--- config.mk ---
export PLATFORM = sky130hd
export DESIGN_NAME = axi_wr_slave_mem_flat
export DESIGN_NICKNAME = d
export VERILOG_FILES = /design/src/rtl/axi_wr_slave_mem_if.sv /design/src/rtl/axi_wr_slave_mem.sv /design/src/flat_wrapper.sv
export SDC_FILE = /design/constraint.sdc
export NUM_CORES = 2
export LEC_CHECK = 0
export ABC_AREA = 1
export BUFFER_PORTS_ARGS = -buffer_cell sky130_fd_sc_hd__buf_2
export CAP_MARGIN = 20
export CORE_MARGIN = 5
export CORE_UTILIZATION = 40
export CTS_CLUSTER_DIAMETER = 80
export DETAILED_ROUTE_END_ITERATION = 10
export PLACE_DENSITY = 0.56
export SYNTH_ARGS = -nofsm -noshare
export SYNTH_HDL_FRONTEND = slang
export SYNTH_SLANG_ARGS = --single-unit
--- constraint.sdc ---
create_clock -name clk_i -period 2.7 [get_ports clk_i]
set_input_delay 0.405 -clock clk_i [delete_from_list [all_inputs] [get_ports clk_i]]
set_output_delay 0.405 -clock clk_i [all_outputs]
set_load 0.1 [all_outputs]
--- src/rtl/axi_wr_slave_mem_if.sv ---
// AXI3 write-channel bundle (AW, W, B) for axi_wr_slave_mem.
interface axi_wr_slave_mem_if #(
  parameter int DATA_W = 32,
  parameter int ADDR_W = 32,
  parameter int ID_W   = 4
);
  logic [ID_W-1:0]     awid;
  logic [ADDR_W-1:0]   awaddr;
  logic [3:0]          awlen;
  logic [2:0]          awsize;
  logic [1:0]          awburst;
  logic                awvalid;
  logic                awready;
  logic [ID_W-1:0]     wid;
  logic [DATA_W-1:0]   wdata;
  logic [DATA_W/8-1:0] wstrb;
  logic                wlast;
  logic                wvalid;
  logic                wready;
  logic [ID_W-1:0]     bid;
  logic [1:0]          bresp;
  logic                bvalid;
  logic                bready;

  modport slave (
    input  awid, awaddr, awlen, awsize, awburst, awvalid,
    input  wid, wdata, wstrb, wlast, wvalid,
    input  bready,
    output awready, wready, bid, bresp, bvalid
  );

  modport master (
    output awid, awaddr, awlen, awsize, awburst, awvalid,
    output wid, wdata, wstrb, wlast, wvalid,
    output bready,
    input  awready, wready, bid, bresp, bvalid
  );
endinterface

--- src/rtl/axi_wr_slave_mem.sv ---
// AXI3 write slave: one burst at a time into a byte-strobed memory, with a registered debug read port.
// Define AXI_WR_OOR_SLVERR_EN to flag out-of-range beats with SLVERR instead of aliasing modulo DEPTH.
module axi_wr_slave_mem #(
  parameter int DATA_W = 32,
  parameter int ADDR_W = 32,
  parameter int ID_W   = 4,
  parameter int DEPTH  = 64
) (
  input  logic                     clk_i,
  input  logic                     rst_i,
  axi_wr_slave_mem_if.slave        bus,
  input  logic [$clog2(DEPTH)-1:0] dbg_addr_i,
  output logic [DATA_W-1:0]        dbg_data_o
);

  localparam int          LB = $clog2(DATA_W / 8);
  localparam int          IW = $clog2(DEPTH);
  localparam int unsigned NB = DATA_W / 8;

  localparam logic [1:0] S_IDLE = 2'd0;
  localparam logic [1:0] S_DATA = 2'd1;
  localparam logic [1:0] S_RESP = 2'd2;

  logic [1:0]        state_q, state_d;
  logic [ID_W-1:0]   id_q, id_d;
  logic [ADDR_W-1:0] addr_q, addr_d;
  logic [ADDR_W-1:0] mask_q, mask_d;
  logic [3:0]        len_q, len_d;
  logic [2:0]        size_q, size_d;
  logic [1:0]        burst_q, burst_d;
  logic [3:0]        cnt_q, cnt_d;
  logic              err_q, err_d;
  logic              ill_q, ill_d;
  logic [DATA_W-1:0] dbg_q;

  logic [DATA_W-1:0] mem [DEPTH];

  logic              aw_hs, w_hs, b_hs;
  logic              oor, wr_en, aw_ill;
  logic [ADDR_W-1:0] incr;
  logic [IW-1:0]     mem_idx;

  assign aw_hs   = bus.awvalid & bus.awready;
  assign w_hs    = bus.wvalid & bus.wready;
  assign b_hs    = bus.bvalid & bus.bready;
  assign incr    = ADDR_W'(1) << size_q;
  assign mem_idx = IW'(addr_q >> LB);

`ifdef AXI_WR_OOR_SLVERR_EN
  localparam logic [ADDR_W-1:0] DEPTH_A = ADDR_W'(DEPTH);
  assign oor = (addr_q >> LB) >= DEPTH_A;
`else
  assign oor = 1'b0;
`endif

  assign wr_en = w_hs & ~ill_q & ~oor;

  assign aw_ill = (bus.awburst == 2'b11) || (32'(bus.awsize) > LB) ||
                  ((bus.awburst == 2'b10) && !(bus.awlen == 4'd1 || bus.awlen == 4'd3 ||
                                               bus.awlen == 4'd7 || bus.awlen == 4'd15));

  always_comb begin
    state_d = state_q;
    id_d    = id_q;
    addr_d  = addr_q;
    mask_d  = mask_q;
    len_d   = len_q;
    size_d  = size_q;
    burst_d = burst_q;
    cnt_d   = cnt_q;
    err_d   = err_q;
    ill_d   = ill_q;
    case (state_q)
      S_IDLE: begin
        if (aw_hs) begin
          id_d    = bus.awid;
          addr_d  = bus.awaddr;
          len_d   = bus.awlen;
          size_d  = bus.awsize;
          burst_d = bus.awburst;
          // wrap window mask = span-1, span = beats << size
          mask_d  = ((ADDR_W'(bus.awlen) + ADDR_W'(1)) << bus.awsize) - ADDR_W'(1);
          cnt_d   = '0;
          err_d   = aw_ill;
          ill_d   = aw_ill;
          state_d = S_DATA;
        end
      end
      S_DATA: begin
        if (w_hs) begin
          case (burst_q)
            2'b00:   addr_d = addr_q;
            2'b10:   addr_d = (addr_q & ~mask_q) | ((addr_q + incr) & mask_q);
            default: addr_d = addr_q + incr;
          endcase
          err_d = err_q | (bus.wid != id_q) | oor | (bus.wlast != (cnt_q == len_q));
          if (cnt_q == len_q) state_d = S_RESP;
          else                cnt_d   = cnt_q + 4'd1;
        end
      end
      S_RESP: begin
        if (b_hs) state_d = S_IDLE;
      end
      default: state_d = S_IDLE;
    endcase
  end

  always_ff @(posedge clk_i or posedge rst_i) begin
    if (rst_i) begin
      state_q <= S_IDLE;
      id_q    <= '0;
      addr_q  <= '0;
      mask_q  <= '0;
      len_q   <= '0;
      size_q  <= '0;
      burst_q <= '0;
      cnt_q   <= '0;
      err_q   <= 1'b0;
      ill_q   <= 1'b0;
      dbg_q   <= '0;
    end else begin
      state_q <= state_d;
      id_q    <= id_d;
      addr_q  <= addr_d;
      mask_q  <= mask_d;
      len_q   <= len_d;
      size_q  <= size_d;
      burst_q <= burst_d;
      cnt_q   <= cnt_d;
      err_q   <= err_d;
      ill_q   <= ill_d;
      dbg_q   <= mem[dbg_addr_i];
    end
  end

  // Memory has no reset; contents survive RESET by design.
  always_ff @(posedge clk_i) begin
    if (wr_en) begin
      for (int unsigned i = 0; i < NB; i++) begin
        if (bus.wstrb[i]) mem[mem_idx][8*i +: 8] <= bus.wdata[8*i +: 8];
      end
    end
  end

  assign bus.awready = (state_q == S_IDLE) & ~rst_i;
  assign bus.wready  = (state_q == S_DATA);
  assign bus.bvalid  = (state_q == S_RESP);
  assign bus.bid     = id_q;
  assign bus.bresp   = {err_q, 1'b0};
  assign dbg_data_o  = dbg_q;

endmodule
--- src/flat_wrapper.sv ---
// flat-port wrapper written by rule: the top's interface ports become plain ports
module axi_wr_slave_mem_flat 
#(
  parameter int DATA_W = 32,
  parameter int ADDR_W = 32,
  parameter int ID_W   = 4,
  parameter int DEPTH  = 64
)
  (clk_i, rst_i, dbg_addr_i, dbg_data_o, bus_awid, bus_awaddr, bus_awlen, bus_awsize, bus_awburst, bus_awvalid, bus_wid, bus_wdata, bus_wstrb, bus_wlast, bus_wvalid, bus_bready, bus_awready, bus_wready, bus_bid, bus_bresp, bus_bvalid);
  axi_wr_slave_mem_if #(.DATA_W(DATA_W), .ADDR_W(ADDR_W), .ID_W(ID_W)) bus_i ();
  input  logic clk_i;
  input  logic rst_i;
  input  logic [$clog2(DEPTH)-1:0] dbg_addr_i;
  output logic [DATA_W-1:0] dbg_data_o;
  input wire logic [$bits(bus_i.awid)-1:0] bus_awid;
  input wire logic [$bits(bus_i.awaddr)-1:0] bus_awaddr;
  input wire logic [$bits(bus_i.awlen)-1:0] bus_awlen;
  input wire logic [$bits(bus_i.awsize)-1:0] bus_awsize;
  input wire logic [$bits(bus_i.awburst)-1:0] bus_awburst;
  input wire logic [$bits(bus_i.awvalid)-1:0] bus_awvalid;
  input wire logic [$bits(bus_i.wid)-1:0] bus_wid;
  input wire logic [$bits(bus_i.wdata)-1:0] bus_wdata;
  input wire logic [$bits(bus_i.wstrb)-1:0] bus_wstrb;
  input wire logic [$bits(bus_i.wlast)-1:0] bus_wlast;
  input wire logic [$bits(bus_i.wvalid)-1:0] bus_wvalid;
  input wire logic [$bits(bus_i.bready)-1:0] bus_bready;
  output wire logic [$bits(bus_i.awready)-1:0] bus_awready;
  output wire logic [$bits(bus_i.wready)-1:0] bus_wready;
  output wire logic [$bits(bus_i.bid)-1:0] bus_bid;
  output wire logic [$bits(bus_i.bresp)-1:0] bus_bresp;
  output wire logic [$bits(bus_i.bvalid)-1:0] bus_bvalid;
  assign bus_i.awid = bus_awid;
  assign bus_i.awaddr = bus_awaddr;
  assign bus_i.awlen = bus_awlen;
  assign bus_i.awsize = bus_awsize;
  assign bus_i.awburst = bus_awburst;
  assign bus_i.awvalid = bus_awvalid;
  assign bus_i.wid = bus_wid;
  assign bus_i.wdata = bus_wdata;
  assign bus_i.wstrb = bus_wstrb;
  assign bus_i.wlast = bus_wlast;
  assign bus_i.wvalid = bus_wvalid;
  assign bus_i.bready = bus_bready;
  assign bus_awready = bus_i.awready;
  assign bus_wready = bus_i.wready;
  assign bus_bid = bus_i.bid;
  assign bus_bresp = bus_i.bresp;
  assign bus_bvalid = bus_i.bvalid;
  axi_wr_slave_mem #(.DATA_W(DATA_W), .ADDR_W(ADDR_W), .ID_W(ID_W), .DEPTH(DEPTH)) u_core (.clk_i(clk_i), .rst_i(rst_i), .bus(bus_i), .dbg_addr_i(dbg_addr_i), .dbg_data_o(dbg_data_o));
endmodule
Yosys cells after proc, flatten, opt, wreduce, memory -nomap -nowiden
Memory sizes are Yosys's and may differ from the RTL's. A register that Yosys moved wholly into a read port is not among the register bits.
Index checks and enable logic that the tools add are counted.
- register bits: 85
- memory bits (writable): 2048
- bits of input ports: 97
- output and inout bits: 41
- logic and storage cells: 92
- memories: 1
- memories (name ; words ; bits a word ; rd ports ; clocked after Yosys merged registers in ; write ports ; RTL line ; source):
    u_core.mem ; 64 ; 32 ; 1 ; 1 ; 1 ; axi_wr_slave_mem.sv:36 ; logic [DATA_W-1:0] mem [DEPTH];
- add/sub/neg operators: 4
- order comparisons: 1
- eq/ne operators: 18
- shift operators: 2
- multiplexer cells: 28
- bitwise gates (word level): 13
- reductions and logical operators: 15
- operators with widths (kind ; count):
    case mux 32 bit (2 select lines) ; 2
    AND 32 bit ; 2
    two-way mux 32 bit ; 2
    adder 32 bit ; 1
    NOT 32 bit ; 1
    bitwise OR 32 bit ; 1
    << shifter 1 x 3 -> 32 bit (first input constant) ; 1
    << shifter 32 x 3 -> 32 bit ; 1
    subtractor 32 x 1 -> 32 bit (second input constant) ; 1
    two-way mux 1 bit ; 14
    two-way mux 4 bit ; 3
    AND reduction 4 bit ; 3
    inequality test 2 bit (second input constant) ; 5
    equality test 2 bit (second input constant) ; 4
    two-way mux 2 bit ; 4
    case mux 4 bit (2 select lines) ; 1
    case mux 2 bit (3 select lines) ; 1
    adder 4 x 1 -> 5 bit (second input constant) ; 1
    AND 1 bit ; 5
    logical OR 1 bit ; 5
    adder 4 x 1 -> 4 bit (second input constant) ; 1
    equality test 4 x 1 -> 1 bit (second input constant) ; 1
    equality test 4 x 2 -> 1 bit (second input constant) ; 1
    equality test 4 x 3 -> 1 bit (second input constant) ; 1
    16 further kinds ; 19

Logic depth before layout (Yosys ltp)
- word-level depth: 9
- depth in mapped cells: 14
- mapped depth without buffers: 14

Least setup slack after synthesis
Ideal clock, no wire load.
- path type: register to register
- start point: reg u_core.state_q[0]
- end point: reg u_core.mask_q[6]
- setup time: 66 ps
- arrival time: 3622 ps
- required time: 2634 ps
- setup slack: -988 ps
- stages on the path, launching flop included: 8
- buffers on the path: 2
- clock period less this slack: 3688 ps
- cell sequence: dfrtp_1 nor3_1 nand2_1 clkbuf_1 inv_1 clkbuf_1 nand3_1 nand2_1
- word-level cells in the longest chain between the ends: 4
- ends and longest elaborated chain (element ; RTL line ; source):
    start: declaration ; axi_wr_slave_mem.sv:24 ; logic [1:0] state_q, state_d;
    start signal: assignment ; axi_wr_slave_mem.sv:122 ; state_q <= state_d;
    zero test 2 bit ; axi_wr_slave_mem.sv:145 ; assign bus.awready = (state_q == S_IDLE) & ~rst_i;
    AND 1 bit ; axi_wr_slave_mem.sv:145 ;
    via bus_awready ; flat_wrapper.sv:27 ; output wire logic [$bits(bus_i.awready)-1:0] bus_awready;
    AND 1 bit ; axi_wr_slave_mem.sv:43 ; assign aw_hs = bus.awvalid & bus.awready;
    AND reduction 2 bit (no line) ; - ;
    end signal: assignment ; axi_wr_slave_mem.sv:125 ; mask_q <= mask_d;
    end: declaration ; axi_wr_slave_mem.sv:27 ; logic [ADDR_W-1:0] mask_q, mask_d;
The timed path passes the listed nets, and every way through them passes these cells.
A chain may end at the register's enable or synchronous reset.

==> run metrics <==
status finished clean; net count after synthesis 6,935; Fmax 0.3890 GHz; skew final 0.05670 ns; final-report hold violation count 0; fraction of synthesized cell area in xor and xnor cells 0.1238%; synth-to-layout area growth 16.65%; critical path launch point type register; Req. time, crit path 3.26 ns; Hold WS 0.06930 ns; number of enable flip-flop cells after synthesis 2,048; pin count of the biggest net entering global routing 92; Unique masters post-synth 39; static leakage power 33.14 nW; Worst Max-Slew Pin Slew 0.9397 ns; routed wire length per instance 24.48 microns; FP Rows 169; Warnings, synthesis 0; initial core utilization 40.10%; number of flip-flops and latches in the synthesized netlist 2,117; Remaining DRCs 0; antenna violations before repair 14; Power Density 742.4 nW/um^2; Synth area leaders sky130_fd_sc_hd__edfxtp_1, sky130_fd_sc_hd__o21ai_0, sky130_fd_sc_hd__nor2_1; H-tree depth reported by CTS 4; number of top-level pins 138; critical path type reg2reg; overall die area 221,500 sq um; worst-skew pair later-pin latency 0.88 ns; number of nets in the final layout 7,331; ratio of final minimum period to clock period 95.20%; Max Root-Sink Buffers 3; vias per std cell 5.561; clock tree from TritonCTS built; CTS sink cnt 2,117; routed wire length 250,700 microns; share of synthesized registers carrying an async set or reset 3.259%; setup repair after global routing missed its margin false; share of synthesized area spent on multiplexers 0.02359%; Final ANT Viol Nets 0; vias in the first global route 53,370; CP Data Arrival Time 3.13 ns; Die X 470.6 microns; clock root buffer sky130_fd_sc_hd__clkbuf_16; post-synthesis compound-gate area fraction 10.31%; Post-Synth Adder-Cell Area 0.1858%; placed standard-cell area 91,770 sq um; share of cells above drive strength 1 12.85%; sequential area share after synthesis 74.49%; final core utilization 46.77%; final-report setup violation count 0; via count 56,950; First DRT Iteration DRCs 6,275; Num CTS Buffers 213; Worst slew margin 37.35%; count of buffers from port buffering 112; Critical-path top delay cell sky130_fd_sc_hd__dfrtp_1; global routing usage summed across all routing layers 21.97%; Synth Instances 6,826; crit path time final 2.571 ns; netlist area before placement 84,870 sq um; global-route wire length before repair 365,500 microns; Detailed Routing Iterations Pass 1 6; total congestion overflow 0; syn_area_per_cell 12.43 sq um; largest family of logic cells by synthesized area simple AND/OR/NAND/NOR gates; worst-case setup margin in the final layout 0.1295 ns; most common flop cell mapped by yosys sky130_fd_sc_hd__edfxtp_1; RePlAce Congestion 0.8519; area share of the largest cell type after synthesis 72.46%; Setup TNS Final 0 ns; pre-CTS setup slack 0.2317 ns; fin area 99,010 sq um; clock-pin slew on the worst setup and hold paths 0.06 ns; placeable core region 211,700 sq um; Max Fanout on Critical Path 8; simple-gate share of the synthesized area 12.04%; largest vdd supply drop 0.8876 mV; max-slew violations 0; Hold Crit Class in2reg; endpoint class of the critical path register; DIE HEIGHT 470.6 microns; ordered cell list for the critical path inv_1 -> nor3_1 -> buf_12 -> nand2_1 -> nor2_1 -> buf_4; post-synth top area cell sky130_fd_sc_hd__edfxtp_1; Post-CTS Repair Setup Buffers 0; HPWL after DPL 155,200 microns; slowest cell delay on critical path 0.55 ns; max-cap check violation count 0
sequential cells by signal, indices dropped and copies added, names as in the netlist, named ones only:
register / cells
u_core.len_q: 4
u_core.err_q: 1
u_core.state_q: 2
u_core.cnt_q: 4
u_core.size_q: 3
u_core.ill_q: 1
u_core.burst_q: 2
u_core.bus.bid: 4
u_core.mask_q: 8
u_core.mem: 2048
u_core.dbg_data_o: 32
per-stage QoR:
step / instances / total power, mW
floorplan: 6826 / 41.71
global placement: 9792 / 44.99
detailed placement: 9792 / 45.09
CTS: 10230 / 73.87
global route: 10230 / 75.99
finish: 10240 / 73.51
final timing paths:
kind,startpoint,end,slack (ns),cells after the start
min in group asynchronous,rst_i,u_core.bus.bid[1]$_DFFE_PP0P_,0.18,3
worst max-delay path,register,u_core.mem[37][9]$_DFFE_PP_,0.13,6
worst min register to register,u_core.mask_q[1]$_DFFE_PP0P_,u_core.mask_q[1]$_DFFE_PP0P_,0.49,2
worst max register to register,register,u_core.mem[37][9]$_DFFE_PP_,0.13,6
max in group asynchronous,rst_i,u_core.dbg_data_o[1]$_DFF_PP0_,1.86,4
worst min-delay path,bus_wdata[10],u_core.mem[7][10]$_DFFE_PP_,0.07,2
power breakdown:
part | switching, mW | internal, mW | total (mW) | leakage (nW)
logic | 5.64 | 2.08 | 7.72 | 10.6
registers | 0.413 | 36.4 | 36.9 | 19.2
clock network | 12.7 | 16.2 | 28.9 | 3.35
final cells by class:
cell class | count | area [sq um]
antenna | 10 | 25.02
clock buffer | 274 | 5649
clock inverter | 128 | 1200
fill | 18630 | 112700
inverter | 56 | 256.5
multi-input combinational | 4173 | 19280
sequential | 2117 | 63230
tap | 2821 | 3530
timing repair buffer | 661 | 5839
cell families (layout without fill, tap and decap cells):
group                      after synthesis  in the layout
AOI/OAI and AO/OA                     1611           1611
adders and majority gates               12             12
other                                    1             11
xor gates and xnor gates                12             12
buffers and inverters                  536           1119
and+or+nand+nor                       2535           2535
DFF                                   2117           2117
muxes                                    2              2
placed cells by master (no fill, tap or decap), drive strengths merged:
cell type	netlist	routed
dlygate4sd3	0	36
o21ai	1064	1064
diode	0	10
clkinv	1	105
xnor2	5	5
dfrtp	69	69
mux2i	2	2
nor3	26	26
buf	158	625
xor2	7	7
a21oi	15	15
bufinv	0	14
o22ai	512	512
ha	11	11
a2bb2oi	1	1
a31oi	3	3
conb	1	1
a22oi	5	5
nor4	1	1
clkbuf	322	274
or2	7	7
nor2	1303	1303
o211ai	7	7
clkinvlp	0	4
nand4	10	10
fa	1	1
edfxtp	2048	2048
nand2	718	718
inv	55	61
and2	26	26
o31ai	4	4
and3	2	2
nand3	442	442
repair_timing:
action / in CTS / in global routing
endpoints found under the hold margin: 103 / 0
hold buffers: 36 / 0
resized for setup: 1 / 0
endpoints found under the setup margin: 1 / 0
critical path: cells and delay by family (launching register included):
kind / cells / cell delay [ns]
and+or+nand+nor: 3 / 1.03
buffers and inverters: 3 / 0.68
DFF: 1 / 0.55
cell usage after synthesis, types with 2 or more instances:
| cell type | number |
|---|---|
| sky130_fd_sc_hd__dfrtp_1 | 69 |
| sky130_fd_sc_hd__nand4_1 | 10 |
| sky130_fd_sc_hd__nor2_1 | 1303 |
| sky130_fd_sc_hd__edfxtp_1 | 2048 |
| sky130_fd_sc_hd__o21ai_1 | 16 |
| sky130_fd_sc_hd__a31oi_1 | 3 |
| sky130_fd_sc_hd__nand3_1 | 442 |
| sky130_fd_sc_hd__a21oi_1 | 15 |
| sky130_fd_sc_hd__o22ai_1 | 512 |
| sky130_fd_sc_hd__inv_2 | 6 |
| sky130_fd_sc_hd__buf_6 | 15 |
| sky130_fd_sc_hd__xnor2_1 | 5 |
| sky130_fd_sc_hd__a22oi_1 | 5 |
| sky130_fd_sc_hd__nor3_1 | 25 |
| sky130_fd_sc_hd__clkbuf_1 | 322 |
| sky130_fd_sc_hd__ha_1 | 11 |
| sky130_fd_sc_hd__o21ai_0 | 1048 |
| sky130_fd_sc_hd__mux2i_1 | 2 |
| sky130_fd_sc_hd__and2_1 | 26 |
| sky130_fd_sc_hd__xor2_1 | 7 |
| sky130_fd_sc_hd__inv_1 | 48 |
| sky130_fd_sc_hd__o31ai_1 | 4 |
| sky130_fd_sc_hd__o211ai_1 | 7 |
| sky130_fd_sc_hd__and3_1 | 2 |
| sky130_fd_sc_hd__nand2_1 | 718 |
| sky130_fd_sc_hd__buf_2 | 71 |
| sky130_fd_sc_hd__buf_4 | 38 |
| sky130_fd_sc_hd__or2_2 | 6 |
| sky130_fd_sc_hd__buf_1 | 32 |
routing by layer:
metal / share of wire [%] / GRT usage [%]
met1: 43 / 31.59
met2: 46 / 34.00
met3: 7.8 / 3.666
met4: 3.5 / 7.542
met5: 0.019 / 0
Power figures use the tool's default switching activity.
